<file path="config.mk">
export PLATFORM = sky130hd
export DESIGN_NAME = rr_arbiter_flat
export DESIGN_NICKNAME = d
export VERILOG_FILES = /design/src/rtl/rr_arbiter_if.sv /design/src/rtl/rr_arbiter.sv /design/src/flat_wrapper.sv
export SDC_FILE = /design/constraint.sdc
export NUM_CORES = 1
export LEC_CHECK = 0
export CAP_MARGIN = 30
export CORE_AREA = 2 2 43 45
export DETAILED_ROUTE_END_ITERATION = 7
export DIE_AREA = 0 0 45 47
export PLACE_DENSITY = 0.61
export SLEW_MARGIN = 40
export SYNTH_ARGS = -nofsm -noshare
export SYNTH_HDL_FRONTEND = slang
export SYNTH_SLANG_ARGS = --single-unit
</file>
<file path="constraint.sdc">
create_clock -name clk -period 3 [get_ports clk]
set_clock_uncertainty 0.2 [all_clocks]
set_input_delay 0.3 -clock clk [delete_from_list [all_inputs] [get_ports clk]]
set_output_delay 0.3 -clock clk [all_outputs]
set_load 0.01 [all_outputs]
</file>
<file path="src/rtl/rr_arbiter_if.sv">
// Purpose: request/grant bundle between N requesters and the round-robin arbiter.
// Latency: none; wires only.
// Backpressure: none; requesters hold req high until they are finished with the resource.
interface rr_arbiter_if #(
  parameter int N = 4
) ();
  localparam int IDW = $clog2(N);

  logic [N-1:0]   req;
  logic [N-1:0]   grant;
  logic [IDW-1:0] grant_id;
  logic           busy;
  logic           any_req;
`ifdef ARB_TIMEOUT_EN
  logic           expired;
`endif

`ifdef ARB_TIMEOUT_EN
  modport master (output req, input grant, grant_id, busy, any_req, expired);
  modport slave  (input req, output grant, grant_id, busy, any_req, expired);
`else
  modport master (output req, input grant, grant_id, busy, any_req);
  modport slave  (input req, output grant, grant_id, busy, any_req);
`endif
endinterface

</file>
<file path="src/rtl/rr_arbiter.sv">
// Purpose: round-robin arbiter granting one of N requesters; the grant is held until release.
// Latency: a req sampled at edge k gives a grant after edge k; at least one idle cycle between grants.
// Backpressure: losers are not latched and must keep req high; ARB_TIMEOUT_EN adds a HOLD_MAX-cycle forced release.
module rr_arbiter #(
  parameter int N        = 4,
  parameter int HOLD_MAX = 16
) (
  input  logic     clk,
  input  logic     rst_n,
  rr_arbiter_if.slave arb
);
  localparam int IDW = $clog2(N);

  // Reject parameter values the arbiter cannot support.
  if (N < 2) begin : g_bad_n
    $error("rr_arbiter: N must be >= 2");
  end
  if (HOLD_MAX < 2) begin : g_bad_hold
    $error("rr_arbiter: HOLD_MAX must be >= 2");
  end

  typedef enum logic {IDLE, GRANT} state_t;

  state_t         state_q, state_d;
  logic [N-1:0]   grant_q, grant_d;
  logic [IDW-1:0] id_q, id_d;
  logic [IDW-1:0] ptr_q, ptr_d;
  logic           busy_q, busy_d;

  // Scan results: the first requester at or after ptr, wrapping around.
  logic           found;
  logic [IDW-1:0] pick;
  logic [IDW-1:0] cand;
  logic           timeout_hit;

`ifdef ARB_TIMEOUT_EN
  localparam int CW = $clog2(HOLD_MAX);
  logic [CW-1:0] cnt_q, cnt_d;
  logic          exp_q, exp_d;
`endif

  // The wake-up hint must work even while the arbiter is held in reset.
  assign arb.any_req  = |arb.req;
  assign arb.grant    = grant_q;
  assign arb.grant_id = id_q;
  assign arb.busy     = busy_q;
`ifdef ARB_TIMEOUT_EN
  assign arb.expired  = exp_q;
`endif

  // State and output registers, cleared by the synchronous reset.
  always_ff @(posedge clk) begin
    if (!rst_n) begin
      state_q <= IDLE;
      grant_q <= '0;
      id_q    <= '0;
      ptr_q   <= '0;
      busy_q  <= 1'b0;
`ifdef ARB_TIMEOUT_EN
      cnt_q   <= '0;
      exp_q   <= 1'b0;
`endif
    end else begin
      state_q <= state_d;
      grant_q <= grant_d;
      id_q    <= id_d;
      ptr_q   <= ptr_d;
      busy_q  <= busy_d;
`ifdef ARB_TIMEOUT_EN
      cnt_q   <= cnt_d;
      exp_q   <= exp_d;
`endif
    end
  end

  // Next-state logic: pick a winner in IDLE; hold the grant or release it in GRANT.
  always_comb begin
    state_d     = state_q;
    grant_d     = grant_q;
    id_d        = id_q;
    ptr_d       = ptr_q;
    busy_d      = busy_q;
    found       = 1'b0;
    pick        = '0;
    cand        = '0;
    timeout_hit = 1'b0;
`ifdef ARB_TIMEOUT_EN
    cnt_d       = cnt_q;
    exp_d       = 1'b0;
`endif

    // Walk the requesters from ptr upward; the first one set wins.
    for (int i = 0; i < N; i++) begin
      cand = IDW'((int'(ptr_q) + i) % N);
      if (!found && arb.req[cand]) begin
        found = 1'b1;
        pick  = cand;
      end
    end

`ifdef ARB_TIMEOUT_EN
    timeout_hit = (cnt_q == CW'(HOLD_MAX - 1));
`endif

    unique case (state_q)
      IDLE: begin
        if (found) begin
          state_d = GRANT;
          grant_d = {{(N-1){1'b0}}, 1'b1} << pick;
          id_d    = pick;
          busy_d  = 1'b1;
`ifdef ARB_TIMEOUT_EN
          cnt_d   = '0;
`endif
        end
      end
      GRANT: begin
        if (!arb.req[id_q] || timeout_hit) begin
          // Release: move the pointer past the holder so the others go first.
          state_d = IDLE;
          grant_d = '0;
          busy_d  = 1'b0;
          ptr_d   = (id_q == IDW'(N - 1)) ? '0 : id_q + 1'b1;
`ifdef ARB_TIMEOUT_EN
          exp_d   = timeout_hit & arb.req[id_q];
`endif
        end else begin
`ifdef ARB_TIMEOUT_EN
          cnt_d   = cnt_q + 1'b1;
`endif
        end
      end
      default: begin
        state_d = IDLE;
        grant_d = '0;
        busy_d  = 1'b0;
      end
    endcase
  end
endmodule

</file>
<file path="src/flat_wrapper.sv">
// flat-port wrapper written by rule: the top's interface ports become plain ports
module rr_arbiter_flat 
#(
  parameter int N        = 4,
  parameter int HOLD_MAX = 16
)
  (clk, rst_n, arb_req, arb_grant, arb_grant_id, arb_busy, arb_any_req);
  rr_arbiter_if #(.N(N)) arb_i ();
  input  logic clk;
  input  logic rst_n;
  input wire logic [$bits(arb_i.req)-1:0] arb_req;
  output wire logic [$bits(arb_i.grant)-1:0] arb_grant;
  output wire logic [$bits(arb_i.grant_id)-1:0] arb_grant_id;
  output wire logic [$bits(arb_i.busy)-1:0] arb_busy;
  output wire logic [$bits(arb_i.any_req)-1:0] arb_any_req;
  assign arb_i.req = arb_req;
  assign arb_grant = arb_i.grant;
  assign arb_grant_id = arb_i.grant_id;
  assign arb_busy = arb_i.busy;
  assign arb_any_req = arb_i.any_req;
  rr_arbiter #(.N(N), .HOLD_MAX(HOLD_MAX)) u_core (.clk(clk), .rst_n(rst_n), .arb(arb_i));
endmodule
</file>
# Word level (Yosys, flattened, before mapping)
# Cells that the tools add are included.
# W data, S select, Z words.
dict set report totals {
  memories 0
  in_bits 6
  output_inout_bits 8
  romBits 0
  latchBits 0
  register_bits 10
  mem_bits_rw 0
  word_cells 58
}
dict set report classes {
  eq_ne 3
  n_mul 0
  n_bitwise 2
  add_sub_neg 4
  muxes 28
  magnitude_cmp 5
  div 0
  shifts 1
  n_reduce_logical 10
}
# cell n
set op_table {}
lappend op_table {{$lt A2 B3 Y1 const B} 5}
lappend op_table {{$mux W1} 13}
lappend op_table {{$bmux W1 S2} 5}
lappend op_table {{$mux W2} 5}
lappend op_table {{$mux W4} 2}
lappend op_table {{$pmux W4 S2} 1}
lappend op_table {{$reduce_and A2 Y1} 3}
lappend op_table {{$add A2 B1 Y2 const B} 2}
lappend op_table {{$add A2 B2 Y2 const B} 2}
lappend op_table {{$pmux W1 S2} 2}
lappend op_table {{$reduce_or A4 Y1} 1}
lappend op_table {{$shl A1 B2 Y4 const A} 1}
lappend op_table {{$logic_and A1 B1 Y1} 3}
lappend op_table {{$logic_not A1 Y1} 3}
lappend op_table {{$eq A2 B2 Y1 const B} 1}
lappend op_table {{$ne A2 B1 Y1 const B} 1}
lappend op_table {{$ne A2 B2 Y1 const B} 1}
lappend op_table {{$not A1 Y1} 2}

# Logic depth before layout (Yosys ltp)
# Gate-level depths: netlist of the first run.
dict set report depth {
  depth_word 15
  depth_mapped 5
}

# Least setup slack after synthesis of the first run
# OpenSTA, ideal clock, no wires.
dict set report synth_path {
  kind {reg-to-reg}
  startpoint {register u_core.id_q[0] (netlist: u_core.arb.grant_id[0])}
  endpoint {register u_core.grant_q[3] (netlist: u_core.arb.grant[3])}
  path_slack_ns 1.293
  stages_incl_launch_ff 5
  t_arrival_ns 1.386
  required_time_ns 2.679
  setup_ns 0.121
  cell_sequence {dfxtp_1 -> mux2_1 -> a2bb2oi_2 -> and3_4 -> a2bb2o_1}
}
dict set report synth_between {
  elab_chain_cells 4
}
# item line
set synth_rtl {}
lappend synth_rtl {{start, declared} rr_arbiter.sv:26} ;# logic [IDW-1:0] id_q, id_d;
lappend synth_rtl {{start signal, assigned} rr_arbiter.sv:66} ;# id_q <= id_d;
lappend synth_rtl {{$bmux W1 S2} rr_arbiter.sv:118} ;# if (!arb.req[id_q] || timeout_hit) begin
lappend synth_rtl {{$mux W1 (implied by the code)} rr_arbiter.sv:118}
lappend synth_rtl {{$ne A2 B2 Y1 (no source line)} n/a}
lappend synth_rtl {{$reduce_and A2 Y1 (no source line)} n/a}
lappend synth_rtl {{end signal, assigned} rr_arbiter.sv:65} ;# grant_q <= grant_d;
lappend synth_rtl {{end, declared} rr_arbiter.sv:25} ;# logic [N-1:0] grant_q, grant_d;
# Every way passes these cells. The select of a mux whose other input is x is not followed.
# A chain may end at the register's enable or synchronous reset.

# Worst setup path in the final report of the first run
dict set report layout_path {
  startpoint {input arb_req[3]}
  endpoint {output arb_any_req}
}
dict set report layout_between {
  elab_chain_cells 1
}
# item line
set layout_rtl {}
lappend layout_rtl {{start, declared} flat_wrapper.sv:11} ;# input wire logic [$bits(arb_i.req)-1:0] arb_req;
lappend layout_rtl {{$reduce_or A4 Y1} rr_arbiter.sv:43} ;# assign arb.any_req = |arb.req;
lappend layout_rtl {{end, declared} flat_wrapper.sv:15} ;# output wire logic [$bits(arb_i.any_req)-1:0] arb_any_req;
# Every way passes these cells.

==> impl_metrics.tcl, run 1 <==
set metrics [dict create \
    drive_gt1_share_pct 10.8 \
    cts_tree "built" \
    wirelength_um 1260 \
    synthesis.area_um2 539 \
    postCtsSetupBuffers 0 \
    finalSetupViolations 0 \
    synth.distinct_cells 26 \
    ys_seq_area_share_pct 37.1 \
    drt-initial-drc-count 5 \
    cp_cell_sequence "clkdlybuf4s50_1, or4_4, clkdlybuf4s50_1" \
    gr-usage-met1_pct 18.6 \
    synth_ff_type "dfxtp_1" \
    cp_data_required_time_ns 2.50 \
    ir_drop_v 0.000334 \
    arrival_ns 1.88 \
    cpMaxStageDelayCell "or4_4" \
    drc 0 \
    synth_top_area_share_pct 37.1 \
    cp_common_cell "clkdlybuf4s50_1" \
    min_path_cells 1 \
    vias 506 \
    fin_crit_sh_pct 79.2 \
    cts.clk_slew.worst_paths_ns 0.07 \
    clkPwrFrac_pct 35.6 \
    cp-start-kind "input pin" \
    fin_nets 82 \
    dpl.hpwl_um 913 \
    antenna_found_initial 0 \
    critPathBufInv 2 \
    pwr-share-seq_pct 42.6 \
    die_h_um 47 \
    fmax_mhz 421 \
    io_buffers 13 \
    fin_crit_ns 2.38 \
    wl_per_cell_um 13.9 \
    ys_warn_count 0 \
    grt_setup_unrepaired "false" \
    synth_cells 58 \
    relSlewSlack_pct 75.2 \
    combPwrFrac_pct 21.8 \
    cts_root_buf "clkbuf_4" \
    use_met2_pct 21.4 \
    timing.final.hold_violations 0 \
    critPathTopFamily "buffers and inverters" \
    setup_tns_ns 0 \
    hold_buffers 0 \
    worst_skew_pair.late_latency_ns 0.28 \
    slew_violations 0 \
    top_usage_layer "met2" \
    syn-num-nets 65 \
    rows 15 \
    cts_buffer_depth 2 \
    multi_input_area_um2 335 \
    cts_resized 0 \
    start_util_pct 32.7 \
    endpoint_kind "primary output" \
    final.fill_count 184 \
    grt_pass1_vias 493 \
    power.density_nw_per_um2 502 \
    grt_overflow_total 0 \
    maxCapViolations 0 \
    postSynth.asyncResetShare_pct 0 \
    cp.depth 3 \
    worst_pin_slew_ns 0.367 \
    ys_ff_latch 10 \
    place_congestion 0.747 \
    dieArea_um2 2120 \
    htreeDepth 1 \
    synth_area_leader_cell "dfxtp_1" \
    p_sw_share_pct 27.9 \
    avgViaCountPerCell 5.56 \
    clock_sinks 10 \
    hold_class "reg -> reg" \
    yosys-top-cells-area "dfxtp_1, nor2b_1, nor2_1" \
    gr-usage-met3_pct 3.46 \
    worst-setup-path-type "in -> out" \
    utilization_pct 43.8 \
    grt_max_degree 10 \
    status "complete, no violations" \
    dieWidth_um 45 \
    coreArea_um2 1650 \
    cp_max_fo 5 \
    grt_pass1_wl_um 2140 \
    worst_path_largest_cell_delay_ns 0.59 \
    antenna_left 0 \
    intPower_w 0.000262 \
    antenna-diode-count 0 \
    grt_usage_pct 14.6 \
    syn_area_per_cell_um2 9.30 \
    cts_made_buffers 3 \
    area_growth_syn_to_layout_pct 34.1 \
    reg2reg_depth 4 \
    first_pass_iters 6 \
    regArea_um2 200 \
    leakagePower_nw 0.276 \
    power.switching_w 0.000101 \
    num_io_pins 14 \
    synth_edf_count 0 \
]
routing by layer:
layer | part of all wire (%) | wire, um | vias up
met5 | 0 | 0 | -
met3 | 5.5 | 70 | 5
met2 | 45 | 572 | 20
met1 | 45 | 574 | 236
li1 | - | - | 245
met4 | 3.5 | 44 | 0
Yosys cell counts (2+ instances only):
cell,instances
a21boi_1,2
a22o_1,2
dfxtp_1,10
mux2i_1,2
nand2_1,5
nor2_1,7
nor2b_1,7
nor4_1,2
nor4b_1,3
o21ai_0,2
logic make-up (layout without fill, tap and decap cells):
logic type               Yosys count  count (layout)  synth area share (%)
AO/OA/AOI/OAI                     13              13                  20.0
multiplexers                       3               3                  5.80
AND/OR/NAND/NOR                   30              30                  34.1
flip-flops                        10              10                  37.1
adder cells (fa/ha/maj)            1               1                  2.32
buffers and inverters              1              17                 0.695
registers in the layout, summed over array words and instances, names as in the netlist:
name	flops
u_core.arb.grant	4
u_core.arb.grant_id	2
u_core.ptr_q	2
u_core.arb.busy	1
u_core.state_q	1
worst register-to-register path, cell delays in order, from the launching register on:
cell and delay (ns):
dfxtp_1 0.47, mux2_1 0.37, a2bb2oi_2 0.18, and3_4 0.20, a2bb2o_1 0.27
worst paths after layout:
path                                             from                                to  slack [ns]
setup reg to reg  u_core.arb.grant_id[0]$_SDFFE_PN0P_  u_core.arb.grant[3]$_SDFFE_PN0P_        1.20
hold / removal       u_core.arb.grant[3]$_SDFFE_PN0P_  u_core.arb.grant[3]$_SDFFE_PN0P_        0.27
hold reg to reg      u_core.arb.grant[3]$_SDFFE_PN0P_  u_core.arb.grant[3]$_SDFFE_PN0P_        0.27
setup / recovery                           arb_req[3]                       arb_any_req        0.62
through the flow:
step	setup slack (ns)	std cells	power, W	hold slack [ns]	area, um^2
finish	0.625	91	0.000363	0.272	723
global placement	0.652	87	0.000236	0.252	687
floorplan	1.29	58	0.000202	0.228	539
detailed placement	0.650	87	0.000236	0.262	687
global route	0.600	91	0.000377	0.289	723
CTS	0.636	91	0.000363	0.278	723
layout make-up:
class,instances,share of cell area (%)
multi-input combinational,47,46.4
tap,17,2.94
timing repair buffer,13,18.0
sequential,10,27.7
clock buffer,4,5.02
placed cells by master, fill, tap and decap left out:
master and instances:
nor4_1 2, nand2b_4 1, or4_4 1, a21boi_1 2
a22o_1 2, mux2i_1 2, and3_4 1, nor2b_1 7
o211ai_1 1, a211oi_1 1, o21ai_0 2, or3_1 1
clkdlybuf4s50_1 13, clkbuf_4 3, a2bb2oi_2 1, nor4b_1 3
a211o_1 1, nand2b_1 1, o2bb2ai_1 1, and2b_1 1
nor2_1 7, clkbuf_8 1, mux2_1 1, a2bb2o_1 1
nand2_1 5, ha_1 1, dfxtp_1 10, o21a_1 1
power groups by stage:
| stage | sequential, W | clock [W] | combinational (W) |
|---|---|---|---|
| finish | 0.000155 | 0.000129 | 0.0000791 |
| global route | 0.000157 | 0.000133 | 0.0000872 |
| CTS | 0.000155 | 0.000129 | 0.0000790 |
| detailed placement | 0.000158 | 0 | 0.0000785 |
| global placement | 0.000158 | 0 | 0.0000784 |
| floorplan | 0.000158 | 0 | 0.0000440 |
No activity file was read; power rests on OpenSTA's default activity.
==> run 2: changes to the inputs <==
Settings changed: PLACE_DENSITY 0.61 to 0.63.
Clock period 3 ns to 2.1 ns, I/O delays scaled along.
==> impl_metrics.tcl, run 2 (synthesized netlist as in run 1, its figures left out) <==
set metrics [dict create \
    relSlewSlack_pct 70.5 \
    utilization_pct 46.2 \
    critPathTopFamily "buffers and inverters" \
    dpl.hpwl_um 939 \
    fmax_mhz 559 \
    worst-setup-path-type "in -> reg" \
    power.density_nw_per_um2 671 \
    postCtsSetupBuffers 0 \
    cts_made_buffers 3 \
    worst_pin_slew_ns 0.436 \
    dieArea_um2 2120 \
    cp-start-kind "input pin" \
    hold_class "reg -> reg" \
    timing.final.hold_violations 0 \
    grt_pass1_vias 504 \
    clock_sinks 10 \
    wl_per_cell_um 12.3 \
    grt_max_degree 10 \
    cp_data_required_time_ns 2.10 \
    mostFrequentLayoutCells "clkdlybuf4s50_1, dfxtp_1, nor2b_1, nor2_1" \
    maxCapViolations 0 \
    place_congestion 0.723 \
    htreeDepth 1 \
    avgViaCountPerCell 5.27 \
    grt_setup_unrepaired "false" \
    die_h_um 47 \
    cts_tree "built" \
    critPathBufInv 2 \
    cpMaxStageDelayCell "clkdlybuf4s50_1" \
    cp_cell_sequence "clkdlybuf4s50_1, buf_4, nor2_1, nor4b_1, o21ai_0, a2bb2o_1" \
    grt_usage_pct 13.5 \
    drt-initial-drc-count 8 \
    worst_path_largest_cell_delay_ns 0.49 \
    grt_overflow_total 0 \
    drive_gt1_share_pct 16.5 \
    arrival_ns 1.79 \
    antenna-diode-count 0 \
    grt_pass1_wl_um 2130 \
    setup_tns_ns 0 \
    hold_buffers 0 \
    vias 506 \
    cts_root_buf "clkbuf_4" \
    num_io_pins 14 \
    wirelength_um 1180 \
    rows 15 \
    area_growth_syn_to_layout_pct 41.5 \
    fin_crit_ns 1.79 \
    cp_max_fo 4 \
    largest_register_ffs 4 \
    leakagePower_nw 0.300 \
    cts_buffer_depth 2 \
    status "complete, no violations" \
    drc 0 \
    finalSetupViolations 0 \
    antenna_left 0 \
    ir_drop_v 0.000590 \
    dieWidth_um 45 \
    cts.clk_slew.worst_paths_ns 0.06 \
    coreArea_um2 1650 \
    final_common_cell "clkdlybuf4s50_1" \
    timing.hold.ws_ns 0.268 \
    slew_violations 0 \
    fin_nets 87 \
    worst_skew_pair.late_latency_ns 0.26 \
    antenna_found_initial 0 \
    endpoint_kind "register" \
    fin_crit_sh_pct 85.2 \
    start_util_pct 32.7 \
    io_buffers 13 \
    first_pass_iters 4 \
]
[run 2: stage by stage]
step | worst slack (ns) | total power [W] | instances | area [um^2]
2_1_floorplan | 0.393 | 0.000289 | 58 | 539
3_3_place_gp | 0.0259 | 0.000344 | 92 | 724
3_5_place_dp | 0.0165 | 0.000346 | 92 | 724
4_1_cts | 0.0128 | 0.000522 | 96 | 761
5_1_grt | 0.199 | 0.000547 | 96 | 763
6_report | 0.310 | 0.000512 | 96 | 763
[run 2: final timing paths]
check | end | cells after the start | startpoint | slack [ns]
setup reg to reg | u_core.arb.grant[3]$_SDFFE_PN0P_ | 4 | u_core.arb.grant_id[0]$_SDFFE_PN0P_ | 0.33
hold / removal | u_core.arb.grant[3]$_SDFFE_PN0P_ | 1 | u_core.arb.grant[3]$_SDFFE_PN0P_ | 0.27
hold reg to reg | u_core.arb.grant[3]$_SDFFE_PN0P_ | 1 | u_core.arb.grant[3]$_SDFFE_PN0P_ | 0.27
setup / recovery | u_core.arb.grant[3]$_SDFFE_PN0P_ | 6 | arb_req[3] | 0.31
[run 2: cell type report]
cell class / instances / area, um^2
Timing Repair Buffer: 18 / 170
Clock buffer: 4 / 36.3
Tap cell: 17 / 21.3
Sequential cell: 10 / 200
Multi-Input combinational cell: 47 / 335
Fill cell: 174 / 888
[run 2: layer usage]
metal  track usage [%]  up-vias  part of all wire (%)
li1                  -      257                     -
met1              17.1      238                    45
met2              22.3       11                    51
met3              4.23        0                   4.0
met4              3.53        0                     0
met5                 0        -                     0
[run 2: what timing repair did]
item	in CTS	in global routing
hold endpoints to repair	0	0
resized for setup	0	1
setup endpoints to repair	0	1
[run 2: power breakdown]
part           internal (W)  switching [W]  total (W)
Sequential         0.000205      0.0000156   0.000221
Clock              0.000105      0.0000656   0.000171
Combinational     0.0000694      0.0000513   0.000121
Total              0.000380       0.000132   0.000512
==> run 3: changes to the inputs <==
Settings changed: CORE_AREA 2 2 43 45 to 2 2 40 42, DIE_AREA 0 0 45 47 to 0 0 42 44, PLACE_DENSITY 0.63 to 0.71.
==> impl_metrics.tcl, run 3 (synthesized netlist as in run 1, its figures left out) <==
set metrics [dict create \
    p_sw_share_pct 25.7 \
    intPower_w 0.000378 \
    timing.final.hold_violations 0 \
    mostFrequentLayoutCells "clkdlybuf4s50_1, dfxtp_1, nor2b_1, nor2_1, nand2_1" \
    area_growth_syn_to_layout_pct 39.9 \
    worst_skew_pair.late_latency_ns 0.26 \
    fin_crit_ns 1.78 \
    setup_tns_ns 0 \
    hold_class "reg -> reg" \
    dpl.hpwl_um 889 \
    rows 14 \
    timing.hold.ws_ns 0.268 \
    drt-initial-drc-count 5 \
    ir_drop_v 0.000370 \
    die_h_um 44 \
    place_congestion 0.780 \
    cpMaxStageDelayCell "nor4b_1" \
    dp_cells 90 \
    num_io_pins 14 \
    clock_sinks 10 \
    first_pass_iters 2 \
    grt_setup_unrepaired "false" \
    pre_cts_ws_ns 0.0155 \
    regArea_um2 200 \
    final.fill_count 130 \
    grt_pass1_vias 469 \
    slew_violations 0 \
    cts_buffer_depth 2 \
    cts_made_buffers 3 \
    antenna-diode-count 0 \
    wirelength_um 1160 \
    grt_usage_pct 14.3 \
    utilization_pct 53.2 \
    final_common_cell "clkdlybuf4s50_1" \
    fin_ws_ns 0.322 \
    cts.clk_slew.worst_paths_ns 0.06 \
    fin_crit_sh_pct 84.7 \
    fin_cells 94 \
    arrival_ns 1.78 \
    worst_path_largest_cell_delay_ns 0.49 \
    cp_cell_sequence "clkdlybuf4s50_1, buf_4, nor2b_1, nor4_1, nor4b_1, a22o_1" \
    drive_gt1_share_pct 15.4 \
    cp_max_fo 3 \
    multi_input_area_um2 335 \
    wl_per_cell_um 12.4 \
    antenna_found_initial 0 \
    vias 482 \
    combPwrFrac_pct 23.1 \
    power.density_nw_per_um2 674 \
    pwr-share-seq_pct 43.4 \
    coreArea_um2 1420 \
    avgViaCountPerCell 5.13 \
    dieArea_um2 1850 \
    worst-setup-path-type "in -> reg" \
    cp-start-kind "input pin" \
    antenna_left 0 \
    dieWidth_um 42 \
    start_util_pct 38.0 \
    cts_tree "built" \
    fmax_mhz 562 \
    drc 0 \
    leakagePower_nw 0.295 \
    grt_overflow_total 0 \
    finalSetupViolations 0 \
    worst_pin_slew_ns 0.478 \
    maxCapViolations 0 \
    htreeDepth 1 \
    io_buffers 13 \
    cp_data_required_time_ns 2.10 \
    relSlewSlack_pct 67.7 \
    largest_register_ffs 4 \
    critPathBufInv 2 \
    grt_pass1_wl_um 2010 \
    power.switching_w 0.000131 \
    critPathTopFamily "simple AND/OR/NAND/NOR gates" \
    status "complete, no violations" \
    clkPwrFrac_pct 33.4 \
    grt_max_degree 10 \
    endpoint_kind "register" \
    fin_nets 86 \
    postCtsSetupBuffers 0 \
    cts_root_buf "clkbuf_4" \
]
[run 3: changes by cell type in the layout (fill, tap and decap cells not counted)]
cell / before / now
buf_4: 5 / 4
[run 3: worst paths after layout]
check                                      startpoint                               end  slack, ns  cells after the start
setup / recovery                           arb_req[2]  u_core.arb.grant[0]$_SDFFE_PN0P_       0.32                      6
hold reg to reg      u_core.arb.grant[1]$_SDFFE_PN0P_  u_core.arb.grant[1]$_SDFFE_PN0P_       0.27                      1
setup reg to reg  u_core.arb.grant_id[0]$_SDFFE_PN0P_  u_core.arb.grant[3]$_SDFFE_PN0P_       0.35                      4
hold / removal       u_core.arb.grant[1]$_SDFFE_PN0P_  u_core.arb.grant[1]$_SDFFE_PN0P_       0.27                      1
[run 3: what timing repair did]
action	CTS	global route
setup endpoints to repair	0	1
hold buffers	0	0
resized for setup	0	1
[run 3: worst reg2reg max path: cells and delay by family, from the launching register on]
kind            cells  cell delay [ns]
flops               1             0.45
compound gates      2             0.43
mux                 1             0.36
simple gates        1             0.20
[run 3: power groups by stage]
stage / combinational [W] / sequential, W / clock [W]
CTS: 0.000118 / 0.000220 / 0.000178
detailed placement: 0.000117 / 0.000224 / 0
global placement: 0.000116 / 0.000225 / 0
floorplan: 0.0000629 / 0.000226 / 0
finish: 0.000118 / 0.000221 / 0.000170
global route: 0.000127 / 0.000223 / 0.000193
[run 3: cell type report]
| cell class | count | area share [%] |
|---|---|---|
| timing repair buffer | 17 | 21.6 |
| sequential | 10 | 26.5 |
| clock buffer | 4 | 4.81 |
| multi-input combinational | 47 | 44.4 |
| tap | 16 | 2.65 |
[run 3: layer usage]
metal  up-vias  share of wire [%]  global-route usage (%)
li1        258                  -                       -
met5         -                  0                       0
met4         0                  0                    7.74
met2        10                 44                    21.6
met1       214                 51                    19.0
met3         0                4.7                    3.33
[run 3: metrics by stage]
stage	total power (W)	area [um^2]
6_report	0.000508	754
5_1_grt	0.000543	754
4_1_cts	0.000517	752
3_5_place_dp	0.000342	716
3_3_place_gp	0.000341	716
2_1_floorplan	0.000289	539
